`config.mk`:
```
export PLATFORM = sky130hd
export DESIGN_NAME = reg_xfer_ctrl
export DESIGN_NICKNAME = d
export VERILOG_FILES = /design/src/rtl/reg_xfer_ctrl.sv
export SDC_FILE = /design/constraint.sdc
export NUM_CORES = 1
export LEC_CHECK = 0
export ABC_AREA = 1
export CORE_AREA = 2 2 84 86
export CTS_BUF_LIST = sky130_fd_sc_hd__clkbuf_16
export DETAILED_ROUTE_END_ITERATION = 16
export DIE_AREA = 0 0 86 88
export GPL_TIMING_DRIVEN = 0
export HOLD_SLACK_MARGIN = 0.08
export PLACE_DENSITY = 0.77
export SLEW_MARGIN = 20
export SYNTH_ARGS = -nofsm -noshare
export SYNTH_HDL_FRONTEND = slang
export SYNTH_SLANG_ARGS = --single-unit
```
`constraint.sdc`:
```
create_clock -name clk -period 2 [get_ports clk]
set_clock_uncertainty 0.05 [all_clocks]
set_input_delay 0.4 -clock clk [delete_from_list [all_inputs] [get_ports clk]]
set_output_delay 0.4 -clock clk [all_outputs]
set_load 0.03 [all_outputs]
```
`src/rtl/reg_xfer_ctrl.sv`:
```
// reg_xfer_ctrl: command-driven master for the 4x8 register group.
// Accepts one register-transfer command per handshake, reads both operands
// through the group's sr/dr ports, computes the result and writes it back
// to the destination register. Four cycles per command.
//
// Ports:
//   clk, rst_n          clock, asynchronous active-low reset
//   cmd_valid/ready     command handshake (ready only while idle)
//   cmd_op/sr/dr/imm    opcode, source index, destination index, immediate
//   rf_sr/rf_dr         register group read/write indices
//   rf_we/rf_i          register group write enable and write data
//   rf_s/rf_d           register group read data (contents of rf_sr/rf_dr)
//   done                one-cycle completion pulse
//   result              last computed result, held until the next EXEC
//   flag_z/flag_c       zero flag, carry (ADD) / borrow (SUB, CMP) flag
module reg_xfer_ctrl #(
  parameter int unsigned DW = 8,
  parameter int unsigned RW = 2
) (
  input  logic          clk,
  input  logic          rst_n,
  input  logic          cmd_valid,
  output logic          cmd_ready,
  input  logic [2:0]    cmd_op,
  input  logic [RW-1:0] cmd_sr,
  input  logic [RW-1:0] cmd_dr,
  input  logic [DW-1:0] cmd_imm,
  output logic [RW-1:0] rf_sr,
  output logic [RW-1:0] rf_dr,
  output logic          rf_we,
  output logic [DW-1:0] rf_i,
  input  logic [DW-1:0] rf_s,
  input  logic [DW-1:0] rf_d,
  output logic          done,
  output logic [DW-1:0] result,
  output logic          flag_z,
  output logic          flag_c
);

  localparam int unsigned OPW = 3;

  localparam logic [OPW-1:0] OP_MOV = 3'b000;
  localparam logic [OPW-1:0] OP_ADD = 3'b001;
  localparam logic [OPW-1:0] OP_SUB = 3'b010;
  localparam logic [OPW-1:0] OP_AND = 3'b011;
  localparam logic [OPW-1:0] OP_OR  = 3'b100;
  localparam logic [OPW-1:0] OP_NOT = 3'b101;
  localparam logic [OPW-1:0] OP_LDI = 3'b110;
  localparam logic [OPW-1:0] OP_CMP = 3'b111;

  typedef enum logic [1:0] {
    S_IDLE  = 2'd0,
    S_READ  = 2'd1,
    S_EXEC  = 2'd2,
    S_WRITE = 2'd3
  } state_t;

  state_t state_q;
  state_t state_d;

  logic [OPW-1:0] op_q;
  logic [DW-1:0]  imm_q;
  logic [DW-1:0]  opa_q;   // source operand s
  logic [DW-1:0]  opb_q;   // destination operand d

  logic           accept;
  logic           cmd_ready_d;
  logic           rf_we_d;
  logic           done_d;
  logic [DW-1:0]  rf_i_d;

  logic [DW:0]    sum;
  logic [DW:0]    diff;
  logic [DW-1:0]  alu_res;
  logic           alu_c;
  logic           alu_z;

  // State register
  always_ff @(posedge clk or negedge rst_n) begin
    if (!rst_n) begin
      state_q <= S_IDLE;
    end else begin
      state_q <= state_d;
    end
  end

  // Next-state logic: only IDLE waits on an input
  always_comb begin
    state_d = state_q;
    case (state_q)
      S_IDLE:  if (cmd_valid) state_d = S_READ;
      S_READ:  state_d = S_EXEC;
      S_EXEC:  state_d = S_WRITE;
      S_WRITE: state_d = S_IDLE;
      default: state_d = S_IDLE;
    endcase
  end

  // Output logic: next values of the registered handshake/write outputs
  always_comb begin
    accept      = 1'b0;
    cmd_ready_d = 1'b0;
    rf_we_d     = 1'b0;
    done_d      = 1'b0;
    rf_i_d      = '0;
    if (state_q == S_IDLE) begin
      accept = cmd_valid;
    end
    if (state_d == S_IDLE) begin
      cmd_ready_d = 1'b1;
    end
    // WRITE is only ever entered from EXEC, so the ALU output is current here
    if (state_d == S_WRITE) begin
      done_d  = 1'b1;
      rf_i_d  = alu_res;
      rf_we_d = (op_q != OP_CMP);
    end
  end

  // ALU on the latched operands; borrow is the top bit of the widened difference
  always_comb begin
    sum     = {1'b0, opb_q} + {1'b0, opa_q};
    diff    = {1'b0, opb_q} - {1'b0, opa_q};
    alu_res = '0;
    alu_c   = 1'b0;
    case (op_q)
      OP_MOV: alu_res = opa_q;
      OP_ADD: begin
        alu_res = sum[DW-1:0];
        alu_c   = sum[DW];
      end
      OP_SUB, OP_CMP: begin
        alu_res = diff[DW-1:0];
        alu_c   = diff[DW];
      end
      OP_AND: alu_res = opb_q & opa_q;
      OP_OR:  alu_res = opb_q | opa_q;
      OP_NOT: alu_res = ~opa_q;
      OP_LDI: alu_res = imm_q;
      default: alu_res = '0;
    endcase
    alu_z = (alu_res == '0);
  end

  // Handshake and write-port outputs; async reset drops rf_we at once
  always_ff @(posedge clk or negedge rst_n) begin
    if (!rst_n) begin
      cmd_ready <= 1'b1;
      rf_we     <= 1'b0;
      done      <= 1'b0;
      rf_i      <= '0;
    end else begin
      cmd_ready <= cmd_ready_d;
      rf_we     <= rf_we_d;
      done      <= done_d;
      rf_i      <= rf_i_d;
    end
  end

  // Command latch; indices stay on rf_sr/rf_dr until the next accept
  always_ff @(posedge clk or negedge rst_n) begin
    if (!rst_n) begin
      op_q  <= '0;
      imm_q <= '0;
      rf_sr <= '0;
      rf_dr <= '0;
    end else if (accept) begin
      op_q  <= cmd_op;
      imm_q <= cmd_imm;
      rf_sr <= cmd_sr;
      rf_dr <= cmd_dr;
    end
  end

  // Operand capture at the end of READ
  always_ff @(posedge clk or negedge rst_n) begin
    if (!rst_n) begin
      opa_q <= '0;
      opb_q <= '0;
    end else if (state_q == S_READ) begin
      opa_q <= rf_s;
      opb_q <= rf_d;
    end
  end

  // Result and flags, updated only at the end of EXEC
  always_ff @(posedge clk or negedge rst_n) begin
    if (!rst_n) begin
      result <= '0;
      flag_z <= 1'b0;
      flag_c <= 1'b0;
    end else if (state_q == S_EXEC) begin
      result <= alu_res;
      flag_z <= alu_z;
      flag_c <= alu_c;
    end
  end

endmodule
```
Yosys cells after proc, flatten, opt, wreduce, memory -nomap -nowiden

Cells that the tools add are included.

$add $sub $neg: 2
Equal/unequal tests: 12
Reduce and logical (&&, ||, !) cells: 5
Bitwise operators: 3
Multiplexer cells: 9

Operators by type and width:

| operator                                             | number |
|---|---|
| one-hot mux 8 bit (7 select lines)                   | 1 |
| equality test 3 bit (second input constant)          | 4 |
| adder 8 x 8 -> 9 bit                                 | 1 |
| subtractor 8 x 8 -> 9 bit                            | 1 |
| bitwise AND 8 bit                                    | 1 |
| zero test 8 bit                                      | 1 |
| 2-to-1 mux 8 bit                                     | 1 |
| NOT 8 bit                                            | 1 |
| OR 8 bit                                             | 1 |
| one-hot mux 2 bit (4 select lines)                   | 1 |
| equality test 2 bit (second input constant)          | 3 |
| equality test 3 x 2 -> 1 bit (second input constant) | 2 |
| zero test 2 bit                                      | 2 |
| 2-to-1 mux 1 bit                                     | 4 |
| equality test 3 x 1 -> 1 bit (second input constant) | 1 |
| zero test 3 bit                                      | 1 |
| != test 3 bit (second input constant)                | 1 |
| equality test 2 x 1 -> 1 bit (second input constant) | 1 |
| 2-to-1 mux 2 bit                                     | 1 |
| one-hot mux 1 bit (2 select lines)                   | 1 |
| OR reduction 2 bit                                   | 1 |

Register bits after elaboration: 54
Word-level logic and storage cells: 45
Bits of input ports: 34

Depth between registers and ports, before layout

Gate-level depths: netlist (run 1).

Depth after elaboration: 4
Mapped depth: 15
Depth with buffers taken out: 14

Worst setup path before layout (run 1)

Ideal clock, no wire load.

Path kind: reg-to-reg
From: register opa_q[0]
To: register flag_z
Path buffers: 0
Arrival time: 1.716 ns
Stages on the path, launching flop included: 14
Clock period less this slack: 1.832 ns
Required time: 1.884 ns
Setup slack: 0.168 ns
Cell sequence: dfrtp_1 > ha_1 > fa_1 > nand2_1 > nand2_1 > nand2_1 > nand2_1 > nand3_1 > nand3_1 > nand2_1 > nand2_1 > nor2_1 > nand3_1 > nand2_1

Word-level cells in the longest chain between the ends: 3
Elaborated cells on any way between the ends: 7

Ends and longest elaborated chain:

| item                                                    | line | source |
|---|---|---|
| start: declaration                                      | 63   | `logic [DW-1:0] opa_q;` |
| start signal: assignment                                | 181  | `opa_q <= rf_s;` |
| subtractor 8 x 8 -> 9 bit, or another cell as far along | 123  | `diff = {1'b0, opb_q} - {1'b0, opa_q};` |
| one-hot mux 8 bit (7 select lines) *                    | 126  | `case (op_q)` |
| zero test 8 bit *                                       | 142  | `alu_z = (alu_res == '0);` |
| end signal: assignment                                  | 194  | `flag_z <= alu_z;` |
| end: declaration                                        | 36   | `output logic flag_z,` |

Every way passes the cells marked *; elsewhere a longest branch is shown, timed or not.
A chain may end at the register's enable or synchronous reset.

Worst setup path in the final report (run 1)

Same ends and word-level chain as after synthesis.

==> impl_metrics.yaml, run 1 <==
global_route:
  grt_pass1_vias: 2819
  grt_start_max_net_pins: 55
  use_met1: 0.305
  grtUsageTotal: 0.231
  antenna_found_initial: 0
  gr-usage-met3: 0.0349
  busiest_layer: "met2"
  grt_overflow: 0
  use_met2: 0.402
  grt_pass1_wl_mm: 13.6
floorplan:
  io_pins: 59
  start_util: 0.511
  die_y_um: 88
  core_um2: 6640
  die_area_um2: 7570
  row_count: 30
  die_w_um: 86
job:
  max_cap_violations: 0
synth:
  synth.most_common_cell: "nand2_1"
  synth_nets: 494
  synth.cells.most_frequent: "nand2_1 (121), dfrtp_1 (53), inv_1 (51)"
  netlist_top_cells_area: "dfrtp_1 (39%), nand2_1 (13%), ha_1 (11%)"
  synth_top_cell_by_area: "dfrtp_1"
  ys_seq_area_frac: 0.398
  yosysWarnings: 0
  synthCells: 429
  synth.distinct_cells: 31
  synth-main-ff-cell: "dfrtp_1"
  yosysTopAreaCellShare: 0.391
  synth_edf_count: 0
  postSynthAreaPerCell_um2: 7.91
  async_flop_share: 1.00
  netlist_area_um2: 3390
  ys_ff_latch: 54
critical_path:
  timing.rr.start: "opa_q[0]"
  path_depth: 13
  max_stage_delay_ns: 0.46
  crit_type: "reg2reg"
  critPathMaxFanout: 3
  cp_slowest_cell: "dfrtp_2"
  cp_common_cell: "nand2_1"
  cpLargestDelayFamily: "simple AND/OR/NAND/NOR gates"
  cp.arrival_ns: 2.17
  critPathBufInv: 1
  crit_chain: "ha_4, fa_2, inv_1, nand2_1, nand2_1, nand2_1, nand3_1, nand3_1, nand2_2, nand2_1, nor2_1, nand3_1, nand2_1"
  reg2reg_depth: 13
  critical_path_required_ns: 2.18
  timing.rr.end: "flag_z"
  worst_setup_path_end_kind: "flop"
  r2r_slack_ns: 0.01
  start_kind: "flop"
sta:
  relSlewSlack: 0.556
  fmax_mhz: 504
  grt_setup_unrepaired: "yes"
  min_period_ns: 1.99
  drv_slew: 0
  worstMarginPinSlew_ns: 0.665
  finalSetupTns_ns: 0
  hold_violations: 0
  fin_crit_sh: 0.993
  setup_viol: 0
  hold_ws_ns: 0.0886
status:
  status: "completed"
cells_and_area:
  n_fill_cell: 551
  n_antenna_cell: 0
  drive_above_1_share: 0.192
  fin_cells: 585
  areaGrowthSynthToFinish_pct: 32.0
  layout.nets: 569
drt:
  postRouteAntennaNets: 0
  wl_per_cell_um: 15.1
  dr_total_vias: 3161
  dr.pass1.iters: 5
  vias_per_cell: 5.40
  wl_mm: 8.85
  drcViolationCount: 0
  drt_iter0_drc: 232
clock_network:
  clk_pin_slew_worst_paths_ns: 0.07
  clk_latency_ns: 0.30
  clockBufferDepth: 2
  cts_hold_buf: 0
  numCtsBuffers: 5
  cts_tree: "yes"
  clkSinkCount: 54
  htree_levels: 2
  root_buffer: "clkbuf_16"
placement:
  hpwl_mm: 6.47
  io_buffers: 58
  dp.cells: 567
  routabilityCongestion: 0.919
pwr:
  pwr_density_cell_nw_per_um2: 1920
  p_total_uw: 8580
  ir_drop_mv: 0.734
  power.leakage_uw: 0.00216
worst_hold_path:
  holdCritPathClass: "in2async"
-- kinds of logic (layout without fill, tap and decap cells) --
logic type / Yosys count / count (layout) / share of synthesized area
AOI/OAI and AO/OA: 50 / 50 / 0.0763
xor gates and xnor gates: 1 / 1 / 0.00258
adders and majority gates: 31 / 31 / 0.119
buffers and inverters: 71 / 147 / 0.0921
DFF: 54 / 54 / 0.398
muxes: 11 / 11 / 0.0365
and+or+nand+nor: 211 / 211 / 0.275
-- power breakdown --
group          total (µW)  switching, µW  internal (µW)
combinational        5780           3520           2250
clock                 866            401            465
sequential           1940            336           1610
-- layer usage --
layer	routed length [µm]	up-vias
li1	-	1514
met3	598	13
met4	108	0
met2	4410	138
met1	3720	1496
met5	0	-
-- layout by cell type, fill, tap and decap left out, types with 8 or more instances in the layout --
| cell | Yosys | final |
|---|---|---|
| nand4_1 | 10 | 10 |
| nand2_2 | 3 | 9 |
| nand3_1 | 33 | 30 |
| nor2_1 | 30 | 28 |
| clkdlybuf4s50_1 | 0 | 57 |
| dfrtp_1 | 53 | 50 |
| nand3_2 | 5 | 8 |
| ha_4 | 0 | 8 |
| inv_1 | 51 | 44 |
| nand2_1 | 121 | 115 |
| o21ai_0 | 28 | 27 |
| ha_1 | 29 | 21 |
| a21oi_1 | 13 | 9 |
| mux2_2 | 11 | 11 |
| buf_4 | 2 | 11 |
| inv_2 | 6 | 13 |
-- final cells by class --
| type | instances | area [µm²] | share of cell area |
|---|---|---|---|
| Timing Repair Buffer | 68 | 653 | 0.146 |
| Buffer | 13 | 111 | 0.0249 |
| Clock inverter | 3 | 20.0 | 0.00447 |
| Multi-Input combinational cell | 304 | 1890 | 0.423 |
| Clock buffer | 5 | 125 | 0.0279 |
| Tap cell | 80 | 100 | 0.0223 |
| Inverter | 58 | 220 | 0.0491 |
| Sequential cell | 54 | 1360 | 0.303 |
-- worst max path at each step --
stage,startpoint,endpoint,slack (ns)
floorplan,opa_q[0],flag_z,0.17
global placement,rst_n,rf_dr[1],-1.15
detailed placement,opa_q[0],flag_c,-0.13
CTS,opa_q[5],flag_z,0.0004
global route,opa_q[0],flag_z,-0.07
finish,opa_q[0],flag_z,0.01
-- metrics by stage --
step            util  setup WS, ns  cell area (µm²)
6_report       0.674        0.0149             4480
5_1_grt        0.674       -0.0712             4480
4_1_cts        0.643      0.000447             4270
3_5_place_dp   0.613        -0.127             4070
3_3_place_gp   0.613         -1.15             4080
2_1_floorplan      -         0.168             3390
-- sequential cells by signal, summed over array words and instances, names as in the netlist --
| name | cells |
|---|---|
| cmd_ready | 1 |
| op_q | 3 |
| done | 1 |
| imm_q | 8 |
| rf_i | 8 |
| result | 8 |
| opb_q | 8 |
| opa_q | 8 |
| rf_we | 1 |
| state_q | 2 |
| flag_z | 1 |
| rf_dr | 2 |
| rf_sr | 2 |
| flag_c | 1 |
-- timing repair --
action / 4_1_cts / 5_1_grt
pin swaps: 7 / 11
resized for setup: 10 / 40
setup endpoints to repair: 5 / 13
buffers inserted: 3 / 7
cloned: 0 / 0
(Power assumes the default switching activity.)
==> run 2: changes to the inputs <==
--- a/config.mk
+++ b/config.mk
@@ -6,10 +6,11 @@
 export NUM_CORES = 1
 export LEC_CHECK = 0
 export ABC_AREA = 1
-export CORE_AREA = 2 2 84 86
+export CORE_AREA = 2 2 60 119
 export CTS_BUF_LIST = sky130_fd_sc_hd__clkbuf_16
 export DETAILED_ROUTE_END_ITERATION = 16
-export DIE_AREA = 0 0 86 88
+export DIE_AREA = 0 0 62 121
+export GPL_ROUTABILITY_DRIVEN = 0
 export GPL_TIMING_DRIVEN = 0
 export HOLD_SLACK_MARGIN = 0.08
 export PLACE_DENSITY = 0.77
==> run 2 against run 1 <==
The flow now finishes with violations (negative setup slack). Fmax shrank 3.9%. Routed wire length is 5.0% higher. Utilization up 1.9 points. Critical path depth grew 1. Critical endpoint unchanged.
==> impl_metrics.yaml, run 2 (synthesized netlist as in run 1, its figures left out) <==
critical_path:
  critPathMaxFanout: 3
  reg2reg_depth: 14
  worst_setup_path_end_kind: "flop"
  crit_chain: "inv_2, ha_4, fa_2, inv_2, nand2_1, nand2_1, nand2_1, nand3_1, nand3_2, nand2_2, nand2_1, nor2_1, nand3_1, nand2_1"
  max_stage_delay_ns: 0.42
  critical_path_required_ns: 2.19
  cp.arrival_ns: 2.26
  crit_type: "reg2reg"
  cp_common_cell: "nand2_1"
  cp_slowest_cell: "dfrtp_1"
  start_kind: "flop"
clock_network:
  clockBufferDepth: 2
  clkSinkCount: 54
  htree_levels: 2
  clk_pin_slew_worst_paths_ns: 0.07
  clk_latency_ns: 0.30
  cts_tree: "yes"
  root_buffer: "clkbuf_16"
  numCtsBuffers: 5
global_route:
  grt_overflow: 0
  grt_pass1_wl_mm: 14.3
  antenna_found_initial: 0
  grt_start_max_net_pins: 55
  grt_pass1_vias: 3184
  grtUsageTotal: 0.258
sta:
  setup_viol: 1
  drv_slew: 0
  fin_crit_sh: 1.03
  relSlewSlack: 0.528
  min_period_ns: 2.07
  hold_violations: 0
  fmax_mhz: 484
  finalSetupTns_ns: -0.0654
  grt_setup_unrepaired: "yes"
  worstMarginPinSlew_ns: 0.702
  setup_slack_ns: -0.0654
drt:
  vias_per_cell: 5.34
  wl_mm: 9.28
  dr.pass1.iters: 7
  dr_total_vias: 3196
  postRouteAntennaNets: 0
  drcViolationCount: 0
  drt_iter0_drc: 145
  wl_per_cell_um: 15.5
cells_and_area:
  final_common_cell: "nand2_1"
  n_antenna_cell: 0
  layout.nets: 574
  drive_above_1_share: 0.216
  stdcell_area_um2: 4550
  areaGrowthSynthToFinish_pct: 34.1
  most-common-layout-cells: "nand2_1 (109), clkdlybuf4s50_1 (57), dfrtp_1 (51)"
status:
  violations: "negative setup slack"
  status: "finished with violations"
worst_hold_path:
  holdCritPathClass: "in2async"
floorplan:
  start_util: 0.517
  row_count: 42
  die_y_um: 121
  core_um2: 6570
  die_w_um: 62
  die_area_um2: 7500
  io_pins: 59
pwr:
  ir_drop_mv: 0.946
  pwr_density_cell_nw_per_um2: 1960
  power.leakage_uw: 0.00222
placement:
  io_buffers: 58
  hpwl_mm: 6.57
  placed_cell_area_um2: 4080
job:
  max_cap_violations: 0
## run 2: metal layers
metal	track usage	vias to the layer above	part of all wire
met1	0.262	1474	0.35
met2	0.435	148	0.54
met4	0.188	0	0.062
li1	-	1525	-
met3	0.0490	49	0.052
met5	0	-	0
## run 2: repair_timing
item	4_1_cts	5_1_grt
buffers inserted	10	6
gates resized for setup	14	46
hold buffers	0	0
pin swaps	5	8
endpoints found under the setup margin	6	15
## run 2: per-stage QoR
step / util / cells / setup WS (ns) / hold WS, ns / total power, µW
2_1_floorplan: - / 429 / 0.168 / 0.0544 / 5440
3_3_place_gp: 0.622 / 575 / -1.11 / 0.411 / 6680
3_5_place_dp: 0.622 / 575 / -0.0974 / 0.414 / 6860
4_1_cts: 0.662 / 593 / -0.0103 / 0.112 / 8080
5_1_grt: 0.693 / 598 / -0.166 / 0.134 / 9590
6_report: 0.693 / 598 / -0.0654 / 0.0862 / 8910
## run 2: where the power goes
group          leakage, µW  switching, µW  total, µW  internal, µW
clock            0.0000756            417        884           467
sequential        0.000662            295       1900          1600
combinational      0.00148           3760       6120          2360
## run 2: layout make-up
cell class	count	area, µm²
repair buffers	73	691
flip-flops and latches	54	1360
multi-input cells	304	1930
clock inverters	3	21.3
inverters	58	220
well taps	88	110
plain buffers	13	104
fillers	553	2020
clock buffers	5	125
## run 2: worst max-delay path, delay by kind of cell (launching register included)
kind	cells	cell delay [ns]
adders and majority gates	2	0.55
and+or+nand+nor	10	0.80
buffers and inverters	2	0.17
DFF	1	0.42
## run 2: final timing paths
path / from / slack [ns] / end
max in group asynchronous: rst_n / 1.34 / opa_q[0]
worst min-delay path: rst_n / 0.09 / rf_i[1]
worst max register to register: opb_q[0] / -0.07 / flag_z
min in group clk: result[6] / 0.43 / result[6]
worst min register to register: result[6] / 0.43 / result[6]
worst max-delay path: opb_q[0] / -0.07 / flag_z
